===== src/rtl/normshift_pkg.sv =====
// Shared constants for the multi-cycle left-shift normalizer.
package normshift_pkg;

  localparam int NS_WIDTH = 23;
  localparam int NS_STEP  = 4;

endpackage


===== src/rtl/normshift_step.sv =====
// One bounded shift step: left shift by 0..STEP bits, zero fill, and OR of
// the bits pushed out of the MSB.
module normshift_step
  import normshift_pkg::*;
#(
  parameter int WIDTH = NS_WIDTH,
  parameter int STEP  = NS_STEP
) (
  input  logic [WIDTH-1:0]             i_data,
  input  logic [$clog2(STEP+1)-1:0]    i_sh,
  output logic [WIDTH-1:0]             o_data,
  output logic                         o_lost
);

  localparam logic [WIDTH-1:0] ALL_ONES = '1;

  logic [WIDTH-1:0] w_keep_mask;

  // Bits that survive the shift sit below the top i_sh positions.
  assign w_keep_mask = ALL_ONES >> i_sh;
  assign o_data      = i_data << i_sh;
  assign o_lost      = |(i_data & ~w_keep_mask);

endmodule


===== src/rtl/normshift.sv =====
// Multi-cycle left-shift normalizer: shifts an operand by up to STEP bits per
// cycle between two valid/ready handshakes and reports any lost 1 bits.
module normshift
  import normshift_pkg::*;
#(
  parameter int WIDTH = NS_WIDTH,
  parameter int STEP  = NS_STEP
) (
  input  logic                          clk,
  input  logic                          reset_n,
  input  logic                          Flush,
  input  logic                          InValid,
  output logic                          InReady,
  input  logic [WIDTH-1:0]              InNum,
  input  logic [$clog2(WIDTH+1)-1:0]    InShAmt,
  output logic                          OutValid,
  input  logic                          OutReady,
  output logic [WIDTH-1:0]              OutNum,
  output logic                          OutLost
);

  localparam int CW = $clog2(WIDTH + 1);
  localparam int SW = $clog2(STEP + 1);
  localparam logic [CW-1:0] CLAMP    = CW'(WIDTH);
  localparam logic [CW-1:0] STEP_MAX = CW'(STEP);

  typedef enum logic [1:0] {
    S_IDLE  = 2'd0,
    S_SHIFT = 2'd1,
    S_DONE  = 2'd2
  } state_t;

  state_t           r_state, w_next_state;
  logic [WIDTH-1:0] r_data,  w_next_data;
  logic [CW-1:0]    r_rem,   w_next_rem;
  logic             r_lost,  w_next_lost;

  logic [CW-1:0]    w_in_rem;
  logic [CW-1:0]    w_s_full;
  logic [SW-1:0]    w_s;
  logic [WIDTH-1:0] w_sh_data;
  logic             w_sh_lost;
  logic             w_accept;

  assign w_in_rem = (InShAmt > CLAMP) ? CLAMP : InShAmt;
  assign w_s_full = (r_rem > STEP_MAX) ? STEP_MAX : r_rem;
  assign w_s      = w_s_full[SW-1:0];

  normshift_step #(
    .WIDTH (WIDTH),
    .STEP  (STEP)
  ) u_step (
    .i_data (r_data),
    .i_sh   (w_s),
    .o_data (w_sh_data),
    .o_lost (w_sh_lost)
  );

  // Handshake flags depend only on state and OutReady.
  assign InReady  = (r_state == S_IDLE) || ((r_state == S_DONE) && OutReady);
  assign OutValid = (r_state == S_DONE);
  assign OutNum   = r_data;
  assign OutLost  = r_lost;
  assign w_accept = InValid && InReady;

  // Next-state and datapath update; Flush overrides every handshake.
  always_comb begin
    w_next_state = r_state;
    w_next_data  = r_data;
    w_next_rem   = r_rem;
    w_next_lost  = r_lost;
    case (r_state)
      S_IDLE, S_DONE: begin
        if (w_accept) begin
          w_next_data  = InNum;
          w_next_rem   = w_in_rem;
          w_next_lost  = 1'b0;
          w_next_state = (w_in_rem == {CW{1'b0}}) ? S_DONE : S_SHIFT;
        end else if ((r_state == S_DONE) && OutReady) begin
          w_next_state = S_IDLE;
        end else begin
          w_next_state = r_state;
        end
      end
      S_SHIFT: begin
        w_next_data  = w_sh_data;
        w_next_lost  = r_lost | w_sh_lost;
        w_next_rem   = r_rem - w_s_full;
        w_next_state = (r_rem == w_s_full) ? S_DONE : S_SHIFT;
      end
      default: begin
        w_next_state = S_IDLE;
      end
    endcase
    if (Flush) begin
      w_next_state = S_IDLE;
      w_next_data  = {WIDTH{1'b0}};
      w_next_rem   = {CW{1'b0}};
      w_next_lost  = 1'b0;
    end else begin
      w_next_state = w_next_state;
    end
  end

  // State and datapath registers.
  always_ff @(posedge clk or negedge reset_n) begin
    if (!reset_n) begin
      r_state <= S_IDLE;
      r_data  <= {WIDTH{1'b0}};
      r_rem   <= {CW{1'b0}};
      r_lost  <= 1'b0;
    end else begin
      r_state <= w_next_state;
      r_data  <= w_next_data;
      r_rem   <= w_next_rem;
      r_lost  <= w_next_lost;
    end
  end

endmodule


===== config.mk =====
export PLATFORM = sky130hd
export DESIGN_NAME = normshift
export DESIGN_NICKNAME = d
export VERILOG_FILES = /design/src/rtl/normshift_pkg.sv /design/src/rtl/normshift_step.sv /design/src/rtl/normshift.sv
export SDC_FILE = /design/constraint.sdc
export NUM_CORES = 1
export LEC_CHECK = 0
export BUFFER_PORTS_ARGS = -buffer_cell sky130_fd_sc_hd__buf_4
export CORE_ASPECT_RATIO = 1.75
export CORE_MARGIN = 5
export CORE_UTILIZATION = 58
export DETAILED_ROUTE_END_ITERATION = 12
export PLACE_DENSITY = 0.84
export SETUP_SLACK_MARGIN = 0.05
export SLEW_MARGIN = 30
export SYNTH_ARGS = -nofsm -noshare
export SYNTH_HDL_FRONTEND = slang
export SYNTH_SLANG_ARGS = --single-unit

===== constraint.sdc =====
create_clock -name clk -period 3.3 [get_ports clk]
set_input_delay 0.66 -clock clk [delete_from_list [all_inputs] [get_ports clk]]
set_output_delay 0.66 -clock clk [all_outputs]
set_load 0.03 [all_outputs]

==> metrics, run 1 <==
EDFF count, synth 0; Slew HR 50.2%; CTS tree done; critical path type reg2reg; Worst EP arrival 2.39 ns; vias 2149; most common cell after layout, fill and taps aside buf_4; Tmin final 2.22 ns; Comb pwr share 33.1%; Post-Place Worst Slack 1.08 ns; r2r setup slk 1.08 ns; later-pin clock latency in the skew report 0.28 ns; Total GRT Usage 24.1%; placed cell area 2750 sq um; DR DRC count 0; count of final hold-check violations 0; initial antenna violation count 0; fraction of layout cells with a size suffix above 1 30.8%; n_diodes 0; Post-Synthesis Cells 244; clk root buf clkbuf_8; Initial Utilization 60.6%; vias in the first global route 2091; chip width 58.3 um; sequential share of the synthesized area 32.8%; switching pwr 437 uW; footprint of the multi-input gates 1430 sq um; worst slew pin tran 0.745 ns; max-slew violations 0; pwr/cell area 425 nW/um^2; P_leak 1.28 nW; CTS Buffer Depth 2; Fin Setup TNS 0 ns; most frequent cells in the layout buf_4 (60), nand2_1 (42), dfrtp_1 (30); mapped cell area 2370 sq um; Die Y 94.5 um; H-Tree Depth 2; CP required 3.47 ns; R2R Path End OutNum[22]; Top FF cell, synth dfrtp_1; Final period util 67.3%; fin worst setup slack 1.08 ns; Int Power 774 uW; Area growth, synth to finish 20.2%; first-iteration detailed-routing DRC count 121; first-pass iteration count of the detailed router 4; routed vias/inst 6.32; Synth Area per Inst 9.70 sq um; register bit count reported by yosys 31; CTS clk-pin slew, worst paths 0.07 ns; max cap viols 0; RSZ-0062 raised after global routing false; Fmax 0.450 GHz; CTS hold repair buffers 0; largest net degree at the start of global routing 32; DIE AREA 5510 sq um; Post-DP HPWL 4340 um; minimum hold slack 0.303 ns; Syn Nets 279; cts repair resizes 0; crit path launch type register; IO Pins 59; Sw Share 36.0%; Seq pwr share 41.6%; CP Max Fanout 22; CP Capture Type register; Final setup viols 0; # nets final 327; Post-CTS Setup Inserts 0; number of buffers created by CTS 5; fraction of registers with async set/reset 100%; worst IR drop on VDD 307 uV; Netlist cell types 47; RR Startpoint r_rem[3]; DR WL/cell 17.8 um; Post-Layout Inst Area 2850 sq um; Core Box Area 3900 sq um; sequential cell area 777 sq um; grt total ovfl 0; first-pass GRT wire length 10200 um; CTS sink cnt 31; final wirelength 6050 um; R2R cell count 4; yosys warns 0; outcome complete, no violations; worst min path class in2async; share of total power in the clock network 25.2%; Worst Clk Skew 0.00563 ns; Rows 30; I/O Buffers 58; Detail Route Antenna Nets 0; fill count 306; routability cong. 0.842
layout make-up:
type                            count  share of cell area (%)
Clock buffer                        6                    2.90
Clock inverter                      1                   0.176
Inverter                            7                   0.923
Multi-Input combinational cell    186                    50.4
Sequential cell                    31                    27.3
Tap cell                           48                    2.11
Timing Repair Buffer               61                    16.2
synth_stat cells (3+ instances only):
cell,n,area [sq um]
nand3_1,17,85.1
a21oi_1,7,35.0
a22oi_1,16,120
buf_6,4,45.0
nor3_1,4,20.0
a21o_1,3,22.5
dfrtp_1,31,776
buf_2,7,35.0
o21ai_0,12,60.1
nor2b_1,3,18.8
a22o_1,6,52.6
mux4_1,3,78.8
nor2_1,13,48.8
inv_1,7,26.3
mux4_2,14,315
a31oi_1,4,25.0
clkbuf_1,6,22.5
nand2_1,42,158
critical path, cell delays in order, from the launching register on:
cell      delay, ns
dfrtp_1        0.49
or3_1          0.53
nor3_4         0.66
a211oi_1       0.19
a22o_1         0.24
sequential cells by signal, indices dropped and copies added (netlist names):
name     flops
OutNum      23
r_rem        5
r_state      2
OutLost      1
power groups by stage:
stage / sequential [mW] / clock [mW] / combinational (mW)
global placement: 0.506 / 0 / 0.393
CTS: 0.503 / 0.308 / 0.402
finish: 0.504 / 0.306 / 0.401
detailed placement: 0.509 / 0 / 0.399
floorplan: 0.517 / 0 / 0.268
global route: 0.515 / 0.332 / 0.436
routing by layer:
layer,global-route usage (%),up-vias,part of all wire [%]
li1,-,1019,-
met1,28.0,1045,36
met2,41.9,70,57
met3,4.38,15,5.6
met4,11.4,0,2.1
met5,0,-,0
worst max-delay path by stage:
stage / slack [ns] / end / cells past startpoint / startpoint
after CTS: 1.07 / OutNum[19] / 5 / r_rem[0]
after global placement: 1.13 / OutNum[22] / 4 / r_rem[3]
final: 1.08 / OutNum[22] / 4 / r_rem[3]
after floorplan: 1.40 / OutNum[14] / 7 / r_rem[3]
after detailed placement: 1.08 / OutNum[22] / 4 / r_rem[3]
after global routing: 0.92 / OutNum[22] / 4 / r_rem[3]
kinds of logic after synthesis:
family                     count (synthesis)  synth area share [%]
xor gates and xnor gates                   1                 0.370
buffers and inverters                     27                  6.66
other                                      2                 0.317
DFF                                       31                  32.8
and+or+nand+nor                           90                  19.1
muxes                                     23                  19.4
adders and majority gates                  2                  1.06
AOI/OAI and AO/OA                         68                  20.3
per-stage QoR:
stage	util, %	std cells	power [mW]
final	72.9	340	1.21
after detailed placement	70.4	332	0.908
after global placement	70.4	332	0.898
after global routing	72.9	340	1.28
after CTS	72.6	339	1.21
after floorplan	-	244	0.785
Power figures use the tool's default switching activity.
==> run 2, diff against run 1 <==
--- a/config.mk
+++ b/config.mk
@@ -5,12 +5,13 @@
 export SDC_FILE = /design/constraint.sdc
 export NUM_CORES = 1
 export LEC_CHECK = 0
+export ABC_AREA = 1
 export BUFFER_PORTS_ARGS = -buffer_cell sky130_fd_sc_hd__buf_4
 export CORE_ASPECT_RATIO = 1.75
 export CORE_MARGIN = 5
-export CORE_UTILIZATION = 58
+export CORE_UTILIZATION = 49
 export DETAILED_ROUTE_END_ITERATION = 12
-export PLACE_DENSITY = 0.84
+export PLACE_DENSITY = 0.75
 export SETUP_SLACK_MARGIN = 0.05
 export SLEW_MARGIN = 30
 export SYNTH_ARGS = -nofsm -noshare
==> constraint.sdc (replaced) <==
create_clock -name clk -period 2 [get_ports clk]
set_input_delay 0.4 -clock clk [delete_from_list [all_inputs] [get_ports clk]]
set_output_delay 0.4 -clock clk [all_outputs]
set_load 0.03 [all_outputs]
==> run 2 against run 1 <==
Utilization shrank 12 points. Die area grew 19%. Hold slack lost 0.26 ns. Sequential share of layout area shrank 1.7 points. Via count grew 29%. Synthesized cell count grew 52%. Wire length grew 25%.
==> metrics, run 2 <==
outcome complete, no violations; yosys warns 0 (unchanged); CTS sink cnt 31 (unchanged); n_diodes 0 (unchanged); EDFF count, synth 0 (unchanged); count leader, synth nand3_1; max-slew violations 0 (unchanged); count of final hold-check violations 0 (unchanged); grt total ovfl 0 (unchanged); Yosys top cell by area dfrtp_1; Synth Area per Inst 6.63 sq um (-32%); DIE AREA 6580 sq um (+19%); r2r setup slk 0.39 ns (-0.69 ns); largest net degree at the start of global routing 32 (unchanged); vias 2776 (+29%); number of buffers created by CTS 5 (unchanged); Rows 34 (+13%); crit-path cells buf_4 -> nand4_1 -> nand3_1 -> nand3_1 -> a21oi_1; Die Y 104 um (+9.6%); worst slew pin tran 0.629 ns (-0.116 ns); CTS clk-pin slew, worst paths 0.07 ns (about the same); Inst Count DP 473 (+42%); fraction of layout cells with a size suffix above 1 21.1% (-9.7 points); Core Box Area 4930 sq um (+26%); top area cells in the synthesized netlist dfrtp_1 (32%), nand3_1 (13%), nor2_1 (9.3%), nand2_1 (8.3%), a21oi_1 (6.7%); fin cells 481 (+41%); worst IR drop on VDD 566 uV (+84%); CTS tree done; IO Pins 59 (unchanged); CP Max Fanout 17 (-23%); Slew HR 58.0% (+7.9 points); first-pass GRT wire length 12400 um (+22%); Area growth, synth to finish 23.3%; DR DRC count 0 (unchanged); DR WL/cell 15.7 um (-12%); first-pass iteration count of the detailed router 4 (unchanged); routability cong. 0.871 (+3.4%); Synth top cells by count nand3_1 (62), nor2_1 (61), nand2_1 (54), a21oi_1 (33), dfrtp_1 (31); H-Tree Depth 2 (unchanged); register bit count reported by yosys 31 (unchanged); final wirelength 7550 um (+25%); I/O Buffers 58 (unchanged); cts repair resizes 0 (unchanged); CTS Buffer Depth 2 (unchanged); minimum hold slack 0.0465 ns (-0.256 ns); Netlist cell types 34 (-28%); first-iteration detailed-routing DRC count 176 (+45%); Worst EP arrival 1.82 ns (-0.57 ns); pwr/cell area 889 nW/um^2 (+110%); fraction of registers with async set/reset 100% (unchanged); Fin Setup TNS 0 ns (unchanged); Detail Route Antenna Nets 0 (unchanged); Top FF cell, synth dfrtp_1; Post-Place Worst Slack 0.400 ns (-0.684 ns); RSZ-0062 raised after global routing false; worst min path class in2async; most frequent cells in the layout buf_4 (70), nand3_1 (62), nor2_1 (61); # nets final 461 (+41%); max cap viols 0 (unchanged); Tmin final 1.61 ns (-0.606 ns); chip width 63.5 um (+8.9%); Post-DP HPWL 5470 um (+26%); critical path type reg2reg; vias in the first global route 2616 (+25%); initial antenna violation count 0 (unchanged); share of the synthesized area in the top cell type 31.6% (-1.2 points); CP required 2.21 ns (-1.26 ns); fin worst setup slack 0.386 ns (-0.694 ns); Initial Utilization 49.7% (-11 points); Post-CTS Setup Inserts 0 (unchanged); Fmax 0.619 GHz (+38%); CTS hold repair buffers 0 (unchanged); Worst Clk Skew 0.00947 ns (+0.00385 ns); Worst path slowest cell dfrtp_1; clk root buf clkbuf_8; P_leak 1.44 nW (+12%); crit path launch type register; Total GRT Usage 22.8% (-1.4 points); sequential share of the synthesized area 31.6% (-1.2 points); most frequent CP cell nand3_1; later-pin clock latency in the skew report 0.29 ns (about the same); routed vias/inst 5.77 (-8.7%); CP Capture Type register; Syn Nets 405 (+45%); Post-Synthesis Cells 370 (+52%); max incr delay on CP 0.75 ns (+0.09 ns); mapped cell area 2450 sq um (+3.7%); Final period util 80.7% (+13 points); Final setup viols 0 (unchanged); max reg flops 23 (unchanged); most common cell after layout, fill and taps aside buf_4
==> run 2: through the flow <==
step	area [sq um]	power (mW)	utilization, %
2_1_floorplan	2450	1.78	-
3_3_place_gp	2950	2.18	59.7
3_5_place_dp	2950	2.20	59.7
4_1_cts	3030	2.69	61.3
5_1_grt	3030	2.87	61.3
6_report	3030	2.69	61.3
==> run 2: kinds of logic after synthesis <==
family                     Yosys count  synth area share, %
DFF                                 31                 31.6
AOI/OAI and AO/OA                   72                 15.6
and+or+nand+nor                    213                 41.6
buffers and inverters               48                 9.17
adders and majority gates            2                 1.02
xor gates and xnor gates             2                0.714
other                                2                0.306
==> run 2: worst max-delay path: cells and delay by family, from the launching register on <==
kind	cells	cell delay, ns
compound gates	1	0.16
buf+inv	1	0.28
flops	1	0.75
simple gates	3	0.34
==> run 2: worst paths after layout <==
check | from | end | depth (start not counted)
setup / recovery | r_rem[0] | OutNum[17] | 5
min in group clk | Flush | r_state[0] | 2
max in group asynchronous | reset_n | OutNum[16] | 1
hold / removal | reset_n | OutNum[8] | 1
hold reg to reg | r_rem[2] | r_rem[2] | 2
setup reg to reg | r_rem[0] | OutNum[17] | 5
==> run 2: layout make-up <==
cell class | instances | area, sq um
fill | 487 | 1910
clock inverter | 1 | 5.00
sequential | 31 | 776
multi-input combinational | 291 | 1450
timing repair buffer | 71 | 546
inverter | 26 | 103
clock buffer | 7 | 76.3
tap | 54 | 67.6
==> run 2: routing by layer <==
layer | part of all wire (%) | track usage, % | routed length [um] | up-vias
met2 | 55 | 40.7 | 4180 | 100
met5 | 0 | 0 | 0 | -
li1 | - | - | - | 1372
met4 | 3.2 | 11.1 | 239 | 0
met1 | 37 | 25.3 | 2760 | 1281
met3 | 5.0 | 3.36 | 376 | 23
==> run 2: where the power goes <==
| part | internal (mW) | switching [mW] | leakage, nW |
|---|---|---|---|
| Sequential | 0.728 | 0.166 | 0.396 |
| Combinational | 0.474 | 0.835 | 1.00 |
| Clock | 0.244 | 0.243 | 0.0422 |
==> run 3, diff against run 2 <==
==> constraint.sdc (replaced) <==
create_clock -name clk -period 1.4 [get_ports clk]
set_input_delay 0.28 -clock clk [delete_from_list [all_inputs] [get_ports clk]]
set_output_delay 0.28 -clock clk [all_outputs]
set_load 0.03 [all_outputs]
==> run 3 against run 2 <==
The flow now finishes with violations (negative setup slack). Maximum frequency grew 5.7%. Global-route usage grew 1.7 points. Combinational power rose by 88%. Clock skew is 0.0052 ns lower. Hold slack improved by 0.15 ns. Clock power is 67% higher.
==> metrics, run 3 (synthesis gave the netlist of run 2 again) <==
P_leak 1.68 nW (+16%); later-pin clock latency in the skew report 0.28 ns (about the same); Worst EP arrival 1.72 ns (-0.10 ns); CP required 1.60 ns (-0.61 ns); CP Max Fanout 19 (+2); CP Capture Type register; Area growth, synth to finish 47.1%; CTS Buffer Depth 2 (unchanged); outcome finished, violations left; routed vias/inst 6.07 (+5.1%); vias in the first global route 2887 (+10%); CTS tree done; Tmin final 1.53 ns (-0.0866 ns); IO Pins 59 (unchanged); Worst path slowest cell dfrtp_2; RSZ-0062 raised after global routing true; chip width 63.5 um (unchanged); Core Box Area 4930 sq um (unchanged); R2R cell count 7 (+2); CTS clk-pin slew, worst paths 0.07 ns (about the same); fin worst setup slack -0.128 ns (-0.513 ns); pwr/cell area 1260 nW/um^2 (+42%); vias 3149 (+13%); max-slew violations 0 (unchanged); count of final hold-check violations 0 (unchanged); Die Y 104 um (unchanged); final wirelength 9110 um (+21%); crit-path cells nor2_8 -> nand2_8 -> inv_12 -> nand2_1 -> a21oi_1 -> nand2_1 -> a21oi_1; Post-DP HPWL 5780 um (+5.5%); # nets final 499 (+8.2%); first-pass iteration count of the detailed router 6 (+2); Final period util 109% (+28 points); n_diodes 0 (unchanged); Initial Utilization 49.7% (unchanged); sequential cell area 781 sq um (+0.65%); Rows 34 (unchanged); routability cong. 0.911 (+4.7%); most frequent cells in the layout buf_4 (89), nand3_1 (56), nor2_1 (55); max incr delay on CP 0.45 ns (-0.30 ns); overall power 4.56 mW (+70%); DR WL/cell 17.6 um (+12%); clk root buf clkbuf_8; fill count 417 (-14%); largest net degree at the start of global routing 32 (unchanged); number of buffers created by CTS 5 (unchanged); worst IR drop on VDD 930 uV (+64%); DIE AREA 6580 sq um (unchanged); most common cell after layout, fill and taps aside buf_4; DR DRC count 0 (unchanged); Detail Route Antenna Nets 0 (unchanged); first-iteration detailed-routing DRC count 283 (+61%); crit path launch type register; Total GRT Usage 24.5% (+1.7 points); max cap viols 0 (unchanged); worst min path class in2reg; I/O Buffers 58 (unchanged); grt total ovfl 0 (unchanged); Hold Crit Depth 2; critical path type reg2reg; Final setup viols 25 (+25); H-Tree Depth 2 (unchanged); Fmax 0.655 GHz (+5.7%); first-pass GRT wire length 13300 um (+7.6%); failing checks negative setup slack; CTS sink cnt 31 (unchanged); footprint of the multi-input gates 1640 sq um (+13%); initial antenna violation count 0 (unchanged); Worst Clk Skew 0.00431 ns (-0.00517 ns); minimum hold slack 0.194 ns (+0.148 ns); fraction of layout cells with a size suffix above 1 34.6% (+14 points); max reg flops 23 (unchanged)
-- run 3: critical path, delay by kind of cell (launching register included) --
kind                   cells  cell delay [ns]
and+or+nand+nor            4             0.52
buffers and inverters      1             0.13
AOI/OAI and AO/OA          2             0.34
DFF                        1             0.45
-- run 3: worst paths after layout --
path | end | slack (ns) | from
worst max-delay path | OutNum[2] | -0.13 | r_rem[4]
worst min-delay path | r_state[0] | 0.19 | Flush
worst max register to register | OutNum[2] | -0.13 | r_rem[4]
worst min register to register | OutNum[12] | 0.63 | OutNum[12]
max in group asynchronous | r_rem[4] | 0.59 | reset_n
min in group asynchronous | OutNum[7] | 0.47 | reset_n
-- run 3: metal layers --
metal	global-route usage [%]	vias up	share of wire (%)
met5	0	-	0
met4	9.66	0	4.9
met3	4.01	53	7.8
met2	45.6	203	53
met1	26.3	1439	34
li1	-	1454	-
-- run 3: what timing repair did --
item,in CTS,in global routing
endpoints found under the hold margin,31,0
pin swaps,4,6
setup buffers,9,7
hold buffers,1,0
resized for setup,24,36
endpoints found under the setup margin,29,32
cloned,2,3
-- run 3: area by class of cell --
cell class,count,area share (%)
repair buffers,106,25.1
clock buffers,8,2.77
flip-flops and latches,31,21.6
well taps,54,1.87
multi-input cells,294,45.4
inverters,26,3.19
-- run 3: stage by stage --
stage,setup TNS (ns),cells,area [sq um],util [%],setup WS [ns]
floorplan,0,370,2500,-,0.0555
global placement,-0.164,489,3120,63.2,-0.0290
detailed placement,-0.787,489,3120,63.2,-0.0721
CTS,-0.160,509,3400,68.9,-0.0364
global route,-2.74,519,3610,73.2,-0.196
finish,-1.05,519,3610,73.2,-0.128
-- run 3: where the power goes --
part	leakage, nW	internal (mW)	total, mW	switching [mW]
clock	0.0515	0.449	0.814	0.365
combinational	1.24	1.00	2.46	1.46
sequential	0.391	1.04	1.28	0.241
total	1.68	2.49	4.56	2.07
